`config.mk`:
```
export PLATFORM = sky130hd
export DESIGN_NAME = calc_seq
export DESIGN_NICKNAME = d
export VERILOG_FILES = /design/src/rtl/calc_pkg.sv /design/src/rtl/seg7_lut.sv /design/src/rtl/calc_seq.sv
export SDC_FILE = /design/constraint.sdc
export NUM_CORES = 1
export LEC_CHECK = 0
export CORE_MARGIN = 4
export CORE_UTILIZATION = 41
export DETAILED_ROUTE_END_ITERATION = 8
export SKIP_LAST_GASP = 1
export SLEW_MARGIN = 10
export SYNTH_ARGS = -nofsm -noshare
export SYNTH_HDL_FRONTEND = slang
export SYNTH_HIERARCHICAL = 1
export SYNTH_SLANG_ARGS = --single-unit
```
`constraint.sdc`:
```
create_clock -name iCLK -period 3.2 [get_ports iCLK]
set_input_delay 0.64 -clock iCLK [delete_from_list [all_inputs] [get_ports iCLK]]
set_output_delay 0.64 -clock iCLK [all_outputs]
set_load 0.05 [all_outputs]
```
`src/rtl/calc_pkg.sv`:
```
// Shared op codes, FSM state encoding and segment constants for the sequential calculator.
package calc_pkg;

    localparam logic [1:0] OP_ADD = 2'b00;
    localparam logic [1:0] OP_SUB = 2'b01;
    localparam logic [1:0] OP_MUL = 2'b10;

    typedef enum logic [1:0] {
        S_IDLE,
        S_ARITH,
        S_CONV,
        S_DONE
    } state_t;

    localparam logic [6:0] SEG_BLANK = 7'b1111111;
    localparam logic [6:0] SEG_ZERO  = 7'b1000000;

    // True when DIGITS decimal digits can hold every value of an rw-bit result.
    function automatic bit calc_fits(int digits, int rw);
        longint unsigned p10;
        longint unsigned maxv;
        p10  = 1;
        maxv = (longint'(1) << rw) - 1;
        for (int i = 0; i < digits && i < 19; i++) begin
            p10 = p10 * 10;
        end
        return (digits >= 19) || (p10 > maxv);
    endfunction

endpackage

```
`src/rtl/seg7_lut.sv`:
```
// Hex digit to active-low 7-segment pattern, bit order gfedcba; purely combinational.
module seg7_lut (
    input  logic [3:0] digit,
    output logic [6:0] seg
);

    always_comb begin
        seg = 7'b1111111;
        case (digit)
            4'h0: seg = 7'b1000000;
            4'h1: seg = 7'b1111001;
            4'h2: seg = 7'b0100100;
            4'h3: seg = 7'b0110000;
            4'h4: seg = 7'b0011001;
            4'h5: seg = 7'b0010010;
            4'h6: seg = 7'b0000010;
            4'h7: seg = 7'b1111000;
            4'h8: seg = 7'b0000000;
            4'h9: seg = 7'b0011000;
            4'hA: seg = 7'b0001000;
            4'hB: seg = 7'b0000011;
            4'hC: seg = 7'b1000110;
            4'hD: seg = 7'b0100001;
            4'hE: seg = 7'b0000110;
            4'hF: seg = 7'b0001110;
            default: seg = 7'b1111111;
        endcase
    end

endmodule

```
`src/rtl/calc_seq.sv`:
```
// Sequential add/sub/shift-add multiply, bit-serial double-dabble to BCD, and 7-segment drive.
// Latency from accepted start to done: (1 or WIDTH) + 2*WIDTH + 1 cycles; starts outside IDLE are dropped.
module calc_seq
    import calc_pkg::*;
#(
    parameter int WIDTH    = 8,
    parameter int DIGITS   = 5,
    parameter int BLANK_LZ = 1
) (
    input  logic                  iCLK,
    input  logic                  iRST_N,
    input  logic                  iSTART,
    input  logic [1:0]            iOP,
    input  logic [WIDTH-1:0]      iOP1,
    input  logic [WIDTH-1:0]      iOP2,
    output logic                  oBUSY,
    output logic                  oDONE,
    output logic [2*WIDTH-1:0]    oRESULT,
    output logic                  oNEG,
    output logic [4*DIGITS-1:0]   oBCD,
    output logic [7*DIGITS-1:0]   oSEG
);

    localparam int RW = 2 * WIDTH;
    localparam int BW = 4 * DIGITS;
    localparam int CW = $clog2(RW + 1);

    if (WIDTH < 2 || WIDTH > 16) begin : g_bad_width
        $error("calc_seq: WIDTH must be in 2..16");
    end
    if (!calc_fits(DIGITS, RW)) begin : g_bad_digits
        $error("calc_seq: DIGITS too small for a 2*WIDTH-bit result");
    end

    state_t             state;
    logic [1:0]         op_q;
    logic [WIDTH-1:0]   a_q;
    logic [WIDTH-1:0]   b_q;
    logic [RW-1:0]      acc;
    logic [RW-1:0]      mcand;
    logic [WIDTH-1:0]   mplier;
    logic [CW-1:0]      cnt;
    logic               neg_q;
    logic [RW-1:0]      bin_q;
    logic [BW-1:0]      bcd_q;

    logic [RW-1:0]      mul_nxt;
    logic [RW-1:0]      addsub_res;
    logic               addsub_neg;
    logic [BW-1:0]      bcd_adj;
    logic [BW-1:0]      bcd_nxt;
    logic [DIGITS-1:0]  lit;
    logic               lz_run;
    logic [7*DIGITS-1:0] seg_raw;
    logic [7*DIGITS-1:0] seg_nxt;

    assign mul_nxt = acc + (mplier[0] ? mcand : '0);

    always_comb begin
        addsub_neg = 1'b0;
        addsub_res = RW'(a_q) + RW'(b_q);
        if (op_q == OP_SUB) begin
            if (a_q < b_q) begin
                addsub_res = RW'(b_q - a_q);
                addsub_neg = 1'b1;
            end else begin
                addsub_res = RW'(a_q - b_q);
            end
        end
    end

    // One double-dabble step: correct nibbles >= 5, then shift the next binary bit in.
    always_comb begin
        bcd_adj = bcd_q;
        for (int i = 0; i < DIGITS; i++) begin
            if (bcd_q[4*i +: 4] >= 4'd5) begin
                bcd_adj[4*i +: 4] = bcd_q[4*i +: 4] + 4'd3;
            end
        end
    end

    assign bcd_nxt = {bcd_adj[BW-2:0], bin_q[RW-1]};

    always_comb begin
        lz_run = 1'b0;
        lit    = '0;
        for (int i = DIGITS - 1; i >= 0; i--) begin
            lz_run = lz_run | (bcd_nxt[4*i +: 4] != 4'd0);
            lit[i] = lz_run | (BLANK_LZ == 0) | (i == 0);
        end
    end

    for (genvar g = 0; g < DIGITS; g++) begin : g_seg
        seg7_lut u_lut (
            .digit (bcd_nxt[4*g +: 4]),
            .seg   (seg_raw[7*g +: 7])
        );
    end

    always_comb begin
        seg_nxt = '0;
        for (int i = 0; i < DIGITS; i++) begin
            seg_nxt[7*i +: 7] = lit[i] ? seg_raw[7*i +: 7] : SEG_BLANK;
        end
    end

    always_ff @(posedge iCLK or negedge iRST_N) begin
        if (!iRST_N) begin
            state   <= S_IDLE;
            op_q    <= OP_ADD;
            a_q     <= '0;
            b_q     <= '0;
            acc     <= '0;
            mcand   <= '0;
            mplier  <= '0;
            cnt     <= '0;
            neg_q   <= 1'b0;
            bin_q   <= '0;
            bcd_q   <= '0;
            oBUSY   <= 1'b0;
            oDONE   <= 1'b0;
            oRESULT <= '0;
            oNEG    <= 1'b0;
            oBCD    <= '0;
            for (int i = 0; i < DIGITS; i++) begin
                oSEG[7*i +: 7] <= (i == 0 || BLANK_LZ == 0) ? SEG_ZERO : SEG_BLANK;
            end
        end else begin
            oDONE <= 1'b0;
            case (state)
                S_IDLE: begin
                    if (iSTART) begin
                        op_q   <= iOP;
                        a_q    <= iOP1;
                        b_q    <= iOP2;
                        acc    <= '0;
                        mcand  <= RW'(iOP1);
                        mplier <= iOP2;
                        cnt    <= '0;
                        oBUSY  <= 1'b1;
                        state  <= S_ARITH;
                    end
                end
                S_ARITH: begin
                    if (op_q == OP_MUL) begin
                        acc    <= mul_nxt;
                        mcand  <= mcand << 1;
                        mplier <= mplier >> 1;
                        cnt    <= cnt + 1'b1;
                        if (cnt == CW'(WIDTH - 1)) begin
                            bin_q <= mul_nxt;
                            neg_q <= 1'b0;
                            bcd_q <= '0;
                            cnt   <= '0;
                            state <= S_CONV;
                        end
                    end else begin
                        acc   <= addsub_res;
                        bin_q <= addsub_res;
                        neg_q <= addsub_neg;
                        bcd_q <= '0;
                        cnt   <= '0;
                        state <= S_CONV;
                    end
                end
                S_CONV: begin
                    bcd_q <= bcd_nxt;
                    bin_q <= bin_q << 1;
                    cnt   <= cnt + 1'b1;
                    // Last step: publish the finished conversion directly from the next-state value.
                    if (cnt == CW'(RW - 1)) begin
                        oRESULT <= acc;
                        oNEG    <= neg_q;
                        oBCD    <= bcd_nxt;
                        oSEG    <= seg_nxt;
                        oBUSY   <= 1'b0;
                        oDONE   <= 1'b1;
                        state   <= S_DONE;
                    end
                end
                S_DONE: begin
                    state <= S_IDLE;
                end
                default: begin
                    state <= S_IDLE;
                end
            endcase
        end
    end

endmodule

```
== Word-level counts from Yosys, hierarchy flattened ==
Memory sizes are Yosys's and may differ from the RTL's. A register that Yosys moved wholly into a read port is not among the register bits.
Cells that the tools add are included.
Cells by class
  add/sub/neg operators: 10
  order comparisons: 6
  eq/ne operators: 12
  mux-type cells: 45
  bitwise gates (word level): 3
  reductions and logical operators: 19
Operators with widths (number)
  $mux 16: 9
  $pmux 16 s2: 3
  $mux 20: 2
  $pmux 20 s2: 1
  $mux 7: 4
  $ge 4x3->1 const B: 5
  $sub 8x8->9: 2
  $add 16x16->16: 1
  $add 4x2->4 const B: 4
  $mux 4: 4
  $mux 8: 2
  $pmux 8 s2: 1
  $reduce_bool 4->1: 4
  $mux 5: 3
  $pmux 5 s3: 1
  $reduce_and 2->1: 6
  $add 8x8->9: 1
  $reduce_and 3->1: 3
  $lt 8x8->1: 1
  $mux 1: 8
  $mux 2: 4
  $pmux 2 s4: 1
  $eq 2x2->1 const B: 3
  $ne 2x2->1 const B: 3
  other kinds (14): 19
Storage, ports and cells
  flip-flop bits (word level): 176
  bits in read-only memories: 560
  input port bits: 21
  output and inout bits: 74
  memories: 5
Memories
  (no name shown): depth 16, bits a word 7, read ports 1, clocked after memory_dff 1, wr ports 0, RTL line seg7_lut.sv:9  | case (digit)
  (no name shown): depth 16, bits a word 7, read ports 1, clocked after memory_dff 0, wr ports 0, RTL line seg7_lut.sv:9
  (no name shown): depth 16, bits a word 7, read ports 1, clocked after memory_dff 0, wr ports 0, RTL line seg7_lut.sv:9
  (no name shown): depth 16, bits a word 7, read ports 1, clocked after memory_dff 0, wr ports 0, RTL line seg7_lut.sv:9
  (no name shown): depth 16, bits a word 7, read ports 1, clocked after memory_dff 0, wr ports 0, RTL line seg7_lut.sv:9

== Depth between registers and ports, before layout ==
Gate-level depths: netlist of run 1.
  depth after elaboration: 7
  depth in mapped cells: 13
  mapped depth without buffers: 13

== Hierarchy ==
Netlist of run 1, hierarchy kept.
By module, submodules not included
  calc_seq: instances 1, cells each 1013, area an instance 9572.9 sq um
  seg7_lut at g_seg[3].u_lut ...: instances 2, cells each 35, area an instance 262.8 sq um
  seg7_lut at g_seg[0].u_lut ...: instances 2, cells each 35, area an instance 259.0 sq um
  seg7_lut at g_seg[2].u_lut: instances 1, cells each 35, area an instance 256.5 sq um

== Least setup slack after synthesis of run 1 ==
No wires, ideal clock.
  kind: flip-flop to flip-flop
  start point: reg a_q[6]
  end point: reg bin_q[4]
  setup time: 0.127 ns
  arrival time: 2.515 ns
  setup slack: 0.558 ns
  cell stages (with the launch flop): 11
  clock period less this slack: 2.642 ns
  cells stage by stage: dfrtp_1 inv_1 ha_1 buf_6 and3_4 a221o_1 a41oi_4 mux2_2 xnor2_1 a221oi_1 nor2_1
Between the ends
  word-level cells in the longest chain between the ends: 5
Ends and longest elaborated chain
  from (decl): RTL line calc_seq.sv:37  | logic [WIDTH-1:0] a_q;
  from (signal assigned): RTL line calc_seq.sv:134  | a_q <= iOP1;
  $lt 8x8->1: RTL line calc_seq.sv:63  | if (a_q < b_q) begin
  $mux 16: RTL line calc_seq.sv:63
  $mux 16: RTL line calc_seq.sv:62  | if (op_q == OP_SUB) begin
  $mux 16: RTL line calc_seq.sv:145  | if (op_q == OP_MUL) begin
  $pmux 16 s2: RTL line calc_seq.sv:130  | case (state)
  to (signal assigned): RTL line calc_seq.sv:151  | bin_q <= mul_nxt;
  to (signal assigned): RTL line calc_seq.sv:159  | bin_q <= addsub_res;
  to (signal assigned): RTL line calc_seq.sv:168  | bin_q <= bin_q << 1;
  to (decl): RTL line calc_seq.sv:44  | logic [RW-1:0] bin_q;
No other way between the ends.
A chain may end at the register's enable or synchronous reset.

== Worst setup path after layout of run 1 ==
Ends and elaborated chain as after synthesis.

==> summary.md, run 1 <==
| Metric | Value |
|---|---|
| Clock buffer count from CTS | `17` |
| Met3 GRT Util | `0.0238` |
| Average wire per standard cell | `15.9 um` |
| Leakage | `5.94 nW` |
| Pre-antenna DRT Iters | `5` |
| Initial antenna violation count | `0` |
| Tmin final | `2.85 ns` |
| Combinational power share | `0.527` |
| Hold buffer count at cts | `0` |
| Final Skew | `0.0115 ns` |
| Die H | `171 um` |
| First-pass GRT wire length | `42.9 mm` |
| Clock buffer depth | `2` |
| MaxCap Viol Count | `0` |
| GRT overflow | `0` |
| Synth area leader | `dfrtp_1` |
| Post-Syn Area per Cell | `9.15 um^2` |
| EDFF count, synth | `0` |
| Top post-synthesis cells by area | `dfrtp_1 34%, ha_1 9.8%, nand2_1 7.6%, dfstp_2 7.0%, o21ai_0 5.5%` |
| Max H-tree Level | `4` |
| CP max stage delay | `0.43 ns` |
| FF+latch count, synth | `176` |
| ANT nets after route | `0` |
| CTS clk-pin slew, worst paths | `0.08 ns` |
| Internal power | `6.06 mW` |
| Final hold vios | `0` |
| Synth Net Count | `1298` |
| Psw | `4.95 mW` |
| RD Place Congestion | `0.908` |
| PD cells | `858 nW/um^2` |
| Top cell type's share of synthesized area | `0.338` |
| Area growth syn-to-layout | `17.9%` |
| Rel. slew slack | `0.252` |
| Most frequent cells in the layout | `218 x nand2_1, 147 x dfrtp_1, 119 x o21ai_0` |
| Critical Path RT | `3.52 ns` |
| Share of cells above drive strength 1 | `0.111` |
| Fin cells | `1625` |
| GR Layer Usage met2 | `0.306` |
| Initial DRC Count | `489` |
| Startpoint Class | `flop` |
| Hold Path Class | `input pin to async pin` |
| VDD IR-drop max | `487 uV` |
| Least-Margin Pin Slew | `1.11 ns` |
| Crit share post-route | `0.890` |
| Synth Flop Type | `dfrtp_1` |
| Reg2Reg Depth | `9` |
| Distinct cells, synth | `74` |
| Initial Util | `0.417` |
| Total track usage | `0.180` |
| Drt via density | `5.31` |
| Post_cts resized | `0` |
| Max-slew violation count | `0` |
| DP Cell Count | `1593` |
| Status | `finished clean` |
| Met1 usage | `0.246` |
| Ant diodes | `0` |
| Die Width | `171 um` |
| Reg power frac | `0.287` |
| IO buf count | `94` |
| Insertion delay to the later sink of the worst-skew pair | `0.44 ns` |
| TritonCTS Sinks | `176` |
| Mapped cell area | `10900 um^2` |
| Largest net degree at the start of global routing | `74` |
| Worst path cell trace | `inv_1 > ha_1 > a21o_1 > a221o_1 > a41oi_4 > mux2_2 > xnor2_1 > a221oi_1 > nor2_1` |
| Layer with the highest usage | `met2` |
| Net Sw Frac | `0.449` |
| Worst setup EP type | `flop` |
| Setup TNS | `0 ns` |
| Setup Fix Bufs, Post-CTS | `0` |
| # rows | `59` |
| Slowest CP cell | `a221o_1` |
| Vias in the first global route | `8376` |
| Nets | `1387` |
| Placed wire-length estimate | `19.6 mm` |
| Post-synthesis sequential area ratio | `0.408` |
| Critical path data arrival time | `3.16 ns` |
| Die Area | `29200 um^2` |
| Synthesized instance count | `1188` |
| Core region area | `26100 um^2` |
| Share of power burned in the clock network | `0.186` |
| Routed WL | `25.9 mm` |
| Final setup vio count | `0` |
| Asr flop ratio synth | `1.00` |
| Clock root cell | `clkbuf_16` |
| Commonest non-fill, non-tap cell in the layout | `nand2_1` |
| Post-layout util | `0.492` |
| I/O Pins | `95` |
| Vias post-DR | `8629` |
| Unrepaired setup endpoints after global routing | `false` |
| CTS tree | `built` |
| Crit path kind | `flop to flop` |
| Synth Warn # | `6` |
| F_max | `351 MHz` |
| Residual DRC count | `0` |
| Worst-path fanout max | `8` |
## worst max-delay path: cells and delay by family (launching register included)
| family | cells | cell delay (ns) |
|---|---|---|
| and+or+nand+nor | 1 | 0.08 |
| xor gates and xnor gates | 1 | 0.15 |
| AOI/OAI and AO/OA | 4 | 1.32 |
| adders and majority gates | 1 | 0.33 |
| DFF | 1 | 0.39 |
| muxes | 1 | 0.39 |
| buffers and inverters | 1 | 0.06 |
## kinds of logic after synthesis
family,synth area share
and+or+nand+nor,0.166
AOI/OAI and AO/OA,0.197
DFF,0.408
buffers and inverters,0.0468
adders and majority gates,0.105
muxes,0.0554
xor gates and xnor gates,0.0209
## sequential cells by signal, summed over array words and instances, names as in the netlist, 2 cells and up
signal   flops
oSEG        35
bcd_q       20
oBCD        20
acc         16
bin_q       16
mcand       16
oRESULT     16
a_q          8
b_q          8
mplier       8
cnt          5
op_q         2
state        2
## through the flow
| stage | total power, mW | hold WS (ns) | worst slack (ns) | instance area [um^2] |
|---|---|---|---|---|
| 2_1_floorplan | 7.36 | 0.344 | 0.558 | 10900 |
| 3_3_place_gp | 8.94 | 0.441 | 0.435 | 12300 |
| 5_1_grt | 11.9 | 0.272 | 0.112 | 12800 |
| 4_1_cts | 11.1 | 0.243 | 0.367 | 12800 |
| 6_report | 11.0 | 0.220 | 0.353 | 12800 |
| 3_5_place_dp | 8.97 | 0.445 | 0.406 | 12300 |
## cell type report
| type | count | area [um^2] |
|---|---|---|
| Timing Repair Buffer | 127 | 1210 |
| Tap cell | 335 | 419 |
| Sequential cell | 176 | 4440 |
| Multi-Input combinational cell | 888 | 5930 |
| Fill cell | 2505 | 13200 |
| Inverter | 67 | 251 |
| Clock buffer | 18 | 429 |
| Clock inverter | 14 | 143 |
## per-layer routing
metal | part of all wire | vias to the layer above
met3 | 0.034 | 23
met2 | 0.48 | 145
li1 | - | 4303
met4 | 0.012 | 0
met1 | 0.48 | 4158
met5 | 0 | -
## path summary, 6_finish.rpt
| kind | start | to | slack [ns] |
|---|---|---|---|
| worst max-delay path | a_q[6]$_DFFE_PN0P_ | bin_q[4]$_DFFE_PN0P_ | 0.35 |
| worst min-delay path | iRST_N | oBCD[15]$_DFFE_PN0P_ | 0.22 |
| worst max register to register | a_q[6]$_DFFE_PN0P_ | bin_q[4]$_DFFE_PN0P_ | 0.35 |
| worst min register to register | oSEG[30]$_DFFE_PN1P_ | oSEG[30]$_DFFE_PN1P_ | 0.45 |
| max in group asynchronous | iRST_N | oSEG[10]$_DFFE_PN1P_ | 2.22 |
| min in group iCLK | oSEG[30]$_DFFE_PN1P_ | oSEG[30]$_DFFE_PN1P_ | 0.45 |
## cell usage after synthesis, types with 10 or more instances
cell type,n
dfrtp_1,147
xnor2_1,17
and2_1,23
nor3_1,11
o22a_1,21
a21o_1,17
mux2_2,22
a22o_1,22
a21oi_1,66
o21ai_0,120
clkbuf_1,44
nor2_1,44
mux2i_1,34
nand2b_1,16
ha_1,85
and3_1,10
nor2b_1,19
inv_1,67
dfstp_2,29
nand2_1,219
## power groups by stage
stage,clock (mW),sequential [mW],combinational (mW)
detailed placement,0,3.20,5.77
floorplan,0,3.01,4.35
finish,2.04,3.16,5.80
global placement,0,3.19,5.76
CTS,2.10,3.16,5.80
global route,2.20,3.23,6.48
No activity file was read; power rests on OpenSTA's default activity.
==> inputs of run 2 (changes only) <==
--- a/config.mk
+++ b/config.mk
@@ -6,10 +6,9 @@
 export NUM_CORES = 1
 export LEC_CHECK = 0
 export CORE_MARGIN = 4
-export CORE_UTILIZATION = 41
+export CORE_UTILIZATION = 45
 export DETAILED_ROUTE_END_ITERATION = 8
 export SKIP_LAST_GASP = 1
-export SLEW_MARGIN = 10
 export SYNTH_ARGS = -nofsm -noshare
 export SYNTH_HDL_FRONTEND = slang
 export SYNTH_HIERARCHICAL = 1
==> constraint.sdc (replaced) <==
create_clock -name iCLK -period 3.55 [get_ports iCLK]
set_input_delay 0.71 -clock iCLK [delete_from_list [all_inputs] [get_ports iCLK]]
set_output_delay 0.71 -clock iCLK [all_outputs]
set_load 0.05 [all_outputs]
==> run 2 against run 1 <==
Worst setup slack better by 0.16 ns. Global-route usage is 1.5 points higher. Via count is 0.60% lower. Non-clock buffer count is 11 lower. Critical path depth stayed put. Sequential cell count stayed put. Highest routed layer unchanged. Critical path type unchanged. Critical endpoint unchanged.
==> summary.md, run 2 (synthesis results as in run 1) <==
| Metric | Value |
|---|---|
| Initial Util | `0.460` |
| Internal power | `5.60 mW` |
| I/O Pins | `95` |
| Unrepaired setup endpoints after global routing | `false` |
| Critical Path RT | `3.86 ns` |
| Critical path data arrival time | `3.35 ns` |
| Hold Path Class | `input pin to async pin` |
| Placed wire-length estimate | `18.9 mm` |
| VDD IR-drop max | `474 uV` |
| Crit path kind | `flop to flop` |
| Combinational power share | `0.512` |
| Final setup vio count | `0` |
| Tmin final | `3.04 ns` |
| IO buf count | `94` |
| Vias post-DR | `8577` |
| Largest net degree at the start of global routing | `65` |
| Rel. slew slack | `0.498` |
| MaxCap Viol Count | `0` |
| Startpoint Class | `flop` |
| Max-slew violation count | `0` |
| Die Width | `163 um` |
| CTS clk-pin slew, worst paths | `0.07 ns` |
| Clock buffer count from CTS | `17` |
| Nets | `1376` |
| Worst setup EP type | `flop` |
| CP delay by family, top | `compound AO/OA/AOI/OAI gates` |
| CTS tree | `built` |
| Worst path cell trace | `inv_1 > ha_1 > and3_4 > a221o_1 > a41oi_4 > mux2_2 > xnor2_1 > a221oi_1 > nor2_1` |
| Residual DRC count | `0` |
| # rows | `56` |
| Initial DRC Count | `467` |
| Multi-input logic area | `5930 um^2` |
| Most frequent cells in the layout | `218 x nand2_1, 147 x dfrtp_1, 119 x o21ai_0` |
| Fin cells | `1598` |
| Average wire per standard cell | `15.9 um` |
| Ant diodes | `0` |
| Final Skew | `0.00936 ns` |
| Die Area | `26700 um^2` |
| WP buf/inv | `1` |
| Die H | `163 um` |
| Total track usage | `0.196` |
| Post_cts resized | `0` |
| Reg power frac | `0.287` |
| Slowest CP cell | `ha_1` |
| F_max | `329 MHz` |
| Worst-path fanout max | `12` |
| Pre-antenna DRT Iters | `5` |
| ANT nets after route | `0` |
| Psw | `4.37 mW` |
| Initial antenna violation count | `0` |
| Area growth syn-to-layout | `17.3%` |
| First-pass GRT wire length | `42.8 mm` |
| Insertion delay to the later sink of the worst-skew pair | `0.43 ns` |
| Leakage | `5.91 nW` |
| RD Place Congestion | `0.883` |
| Share of power burned in the clock network | `0.201` |
| Clock buffer depth | `2` |
| Status | `finished clean` |
| CP max stage delay | `0.45 ns` |
| Drt via density | `5.37` |
| Sequential Area | `4440 um^2` |
| Filler Cell Count | `2231` |
| Core region area | `23600 um^2` |
| Crit share post-route | `0.857` |
| Commonest non-fill, non-tap cell in the layout | `nand2_1` |
| PD cells | `782 nW/um^2` |
| Net Sw Frac | `0.438` |
| Clock root cell | `clkbuf_16` |
| Routed WL | `25.4 mm` |
| Max reg flops | `35` |
| Vias in the first global route | `8241` |
| DP Cell Count | `1566` |
| Share of cells above drive strength 1 | `0.104` |
| Max H-tree Level | `4` |
| Setup Fix Bufs, Post-CTS | `0` |
| Top reg by flops | `oSEG` |
| Hold buffer count at cts | `0` |
| Biggest regs | `oSEG (35), bcd_q (20), oBCD (20)` |
| Setup TNS | `0 ns` |
| Least-Margin Pin Slew | `0.738 ns` |
| GRT overflow | `0` |
| TritonCTS Sinks | `176` |
| Final hold vios | `0` |
-- run 2: worst paths after layout --
| check | startpoint | end | slack, ns | cells past startpoint |
|---|---|---|---|---|
| worst max-delay path | a_q[5]$_DFFE_PN0P_ | bin_q[4]$_DFFE_PN0P_ | 0.51 | 9 |
| worst min-delay path | iRST_N | oBCD[7]$_DFFE_PN0P_ | 0.26 | 1 |
| worst max register to register | a_q[5]$_DFFE_PN0P_ | bin_q[4]$_DFFE_PN0P_ | 0.51 | 9 |
| worst min register to register | oSEG[33]$_DFFE_PN1P_ | oSEG[33]$_DFFE_PN1P_ | 0.45 | 2 |
| max in group asynchronous | iRST_N | oSEG[6]$_DFFE_PN1P_ | 2.43 | 2 |
| min in group iCLK | oSEG[33]$_DFFE_PN1P_ | oSEG[33]$_DFFE_PN1P_ | 0.45 | 2 |
-- run 2: stage by stage --
step | utilization | hold slack, ns | setup slack (ns) | instance area, um^2 | total power, mW
2_1_floorplan | - | 0.414 | 0.908 | 10900 | 6.63
3_3_place_gp | 0.514 | 0.442 | 0.656 | 12100 | 7.93
3_5_place_dp | 0.514 | 0.445 | 0.589 | 12100 | 7.97
4_1_cts | 0.540 | 0.288 | 0.552 | 12800 | 10.0
5_1_grt | 0.540 | 0.305 | 0.334 | 12800 | 10.8
6_report | 0.540 | 0.263 | 0.509 | 12800 | 9.97
-- run 2: power groups by stage --
stage                     registers, mW  logic (mW)  clock network [mW]
after global routing               2.93        5.74                2.14
after detailed placement           2.90        5.07                   0
after CTS                          2.87        5.10                2.06
after global placement             2.89        5.04                   0
final                              2.86        5.10                2.01
after floorplan                    2.72        3.92                   0
-- run 2: area by class of cell --
type,instances,area share
clock buffer,17,0.0333
multi-input combinational,888,0.464
tap,319,0.0313
clock inverter,15,0.0154
timing repair buffer,116,0.0878
sequential,176,0.348
inverter,67,0.0197
-- run 2: worst reg2reg max path, cell delays in order (launching register included) --
cell and delay [ns]:
dfrtp_1 0.39, inv_1 0.06, ha_1 0.45, and3_4 0.28, a221o_1 0.39, a41oi_4 0.41
mux2_2 0.40, xnor2_1 0.14, a221oi_1 0.33, nor2_1 0.08
-- run 2: layer usage --
layer,share of wire,GRT usage
met5,0,0
met4,0.017,0.0576
met3,0.034,0.0257
met2,0.47,0.326
met1,0.48,0.269
==> inputs of run 3 (changes only) <==
--- a/config.mk
+++ b/config.mk
@@ -8,6 +8,7 @@
 export CORE_MARGIN = 4
 export CORE_UTILIZATION = 45
 export DETAILED_ROUTE_END_ITERATION = 8
+export REMOVE_ABC_BUFFERS = 1
 export SKIP_LAST_GASP = 1
 export SYNTH_ARGS = -nofsm -noshare
 export SYNTH_HDL_FRONTEND = slang
==> run 3 against run 2 <==
Register-to-register slack improved by 0.04 ns. Largest power group unchanged. Critical path depth unchanged. Sequential cell count unchanged.
==> summary.md, run 3 (synthesis results as in run 1) <==
| Metric | Value |
|---|---|
| Status | `finished clean` |
| I/O Pins | `95` |
| F_max | `334 MHz` |
| DP Cell Count | `1566` |
| Vias in the first global route | `8477` |
| Initial DRC Count | `454` |
| Final hold vios | `0` |
| Nets | `1376` |
| TritonCTS Sinks | `176` |
| Net Sw Frac | `0.446` |
| Die H | `163 um` |
| Hold buffer count at cts | `0` |
| Initial Util | `0.460` |
| Worst path cell trace | `inv_1 > ha_1 > a21o_1 > a221o_1 > a41oi_4 > mux2_2 > xnor2_1 > a221oi_1 > nor2_1` |
| Worst-path fanout max | `11` |
| Setup ws final | `0.553 ns` |
| # rows | `56` |
| Dpl ws | `0.589 ns` |
| Leakage | `5.89 nW` |
| Clock buffer count from CTS | `17` |
| Drt via density | `5.32` |
| Sequential Area | `4440 um^2` |
| Biggest regs | `oSEG (35), bcd_q (20), oBCD (20)` |
| Total track usage | `0.196` |
| Critical path data arrival time | `3.30 ns` |
| Core region area | `23600 um^2` |
| CP max stage delay | `0.44 ns` |
| Max-slew violation count | `0` |
| Post_cts resized | `0` |
| Least-Margin Pin Slew | `1.09 ns` |
| Pre-antenna DRT Iters | `5` |
| Unrepaired setup endpoints after global routing | `false` |
| Worst setup EP type | `flop` |
| First-pass GRT wire length | `43.1 mm` |
| Vias post-DR | `8504` |
| Residual DRC count | `0` |
| Die Width | `163 um` |
| Final setup vio count | `0` |
| Share of power burned in the clock network | `0.191` |
| CTS tree | `built` |
| VDD IR-drop max | `535 uV` |
| Die Area | `26700 um^2` |
| R2R Setup Slk | `0.55 ns` |
| RD Place Congestion | `0.880` |
| PD cells | `768 nW/um^2` |
| Setup Fix Bufs, Post-CTS | `0` |
| ANT nets after route | `0` |
| Top reg by flops | `oSEG` |
| WP buf/inv | `1` |
| Area growth syn-to-layout | `17.0%` |
| Startpoint Class | `flop` |
| Internal power | `5.41 mW` |
| RR Startpoint | `a_q[6]$_DFFE_PN0P_` |
| Most frequent cells in the layout | `218 x nand2_1, 147 x dfrtp_1, 119 x o21ai_0` |
| Reg power frac | `0.293` |
| Filler Cell Count | `2211` |
| Reg2Reg Depth | `9` |
| Clock buffer depth | `2` |
| Clock root cell | `clkbuf_16` |
| Insertion delay to the later sink of the worst-skew pair | `0.43 ns` |
| Hold Path Class | `input pin to async pin` |
| Crit path kind | `flop to flop` |
| Psw | `4.36 mW` |
| Crit share post-route | `0.844` |
| Average wire per standard cell | `15.8 um` |
| Routed WL | `25.3 mm` |
| Placed wire-length estimate | `18.7 mm` |
| Crit path depth | `9` |
| RR Endpoint | `bin_q[4]$_DFFE_PN0P_` |
| GRT overflow | `0` |
| Rel. slew slack | `0.270` |
| Ant diodes | `0` |
| Multi-input logic area | `5930 um^2` |
| Commonest non-fill, non-tap cell in the layout | `nand2_1` |
| Max H-tree Level | `4` |
| Slowest CP cell | `ha_1` |
| IO buf count | `94` |
| Initial antenna violation count | `0` |
| Max reg flops | `35` |
| CTS clk-pin slew, worst paths | `0.08 ns` |
| MaxCap Viol Count | `0` |
| Final Skew | `0.0152 ns` |
| Critical Path RT | `3.86 ns` |
| Fin cells | `1598` |
| Largest net degree at the start of global routing | `80` |
| Combinational power share | `0.516` |
| Share of cells above drive strength 1 | `0.103` |
| CP delay by family, top | `compound AO/OA/AOI/OAI gates` |
| Tmin final | `3.00 ns` |
-- run 3: worst max-delay path by stage --
stage / start / to
global placement: a_q[6]$_DFFE_PN0P_ / bin_q[4]$_DFFE_PN0P_
detailed placement: a_q[6]$_DFFE_PN0P_ / bin_q[4]$_DFFE_PN0P_
finish: a_q[6]$_DFFE_PN0P_ / bin_q[4]$_DFFE_PN0P_
global route: a_q[5]$_DFFE_PN0P_ / bin_q[4]$_DFFE_PN0P_
floorplan: state[0]$_DFFE_PN0P_ / oSEG[14]$_DFFE_PN1P_
CTS: a_q[6]$_DFFE_PN0P_ / bin_q[4]$_DFFE_PN0P_
-- run 3: layout make-up --
type                    instances  share of cell area
clock buffers                  18              0.0345
clock inverters                14              0.0116
inverters                      67              0.0198
multi-input cells             888               0.466
flip-flops and latches        176               0.349
well taps                     319              0.0314
repair buffers                116              0.0880
-- run 3: routing by layer --
layer / share of wire / GRT usage / wire length (um) / vias to the layer above
met2: 0.48 / 0.339 / 12200 / 128
met5: 0 / 0 / 0 / -
met4: 0.0084 / 0.0393 / 212 / 0
met3: 0.033 / 0.0293 / 844 / 17
li1: - / - / - / 4284
met1: 0.48 / 0.263 / 12100 / 4075
-- run 3: worst reg2reg max path, stage by stage (launching register included) --
cell	delay, ns
dfrtp_1	0.40
inv_1	0.06
ha_1	0.44
a21o_1	0.23
a221o_1	0.41
a41oi_4	0.41
mux2_2	0.40
xnor2_1	0.14
a221oi_1	0.31
nor2_1	0.08
-- run 3: power by group through the flow --
stage          sequential, mW  combinational [mW]  clock [mW]
6_report                 2.87                5.04        1.86
3_3_place_gp             2.89                4.98           0
3_5_place_dp             2.91                5.01           0
5_1_grt                  2.94                5.67        1.99
4_1_cts                  2.87                5.04        1.92
2_1_floorplan            2.74                3.76           0
-- run 3: stage by stage --
| stage | utilization | hold WS [ns] | setup TNS [ns] | total power [mW] | area, um^2 |
|---|---|---|---|---|---|
| floorplan | - | 0.414 | -4.65 | 6.49 | 10600 |
| finish | 0.539 | 0.297 | 0 | 9.77 | 12700 |
| CTS | 0.539 | 0.337 | 0 | 9.83 | 12700 |
| detailed placement | 0.514 | 0.450 | 0 | 7.92 | 12100 |
| global placement | 0.514 | 0.443 | 0 | 7.87 | 12100 |
| global route | 0.539 | 0.358 | 0 | 10.6 | 12700 |
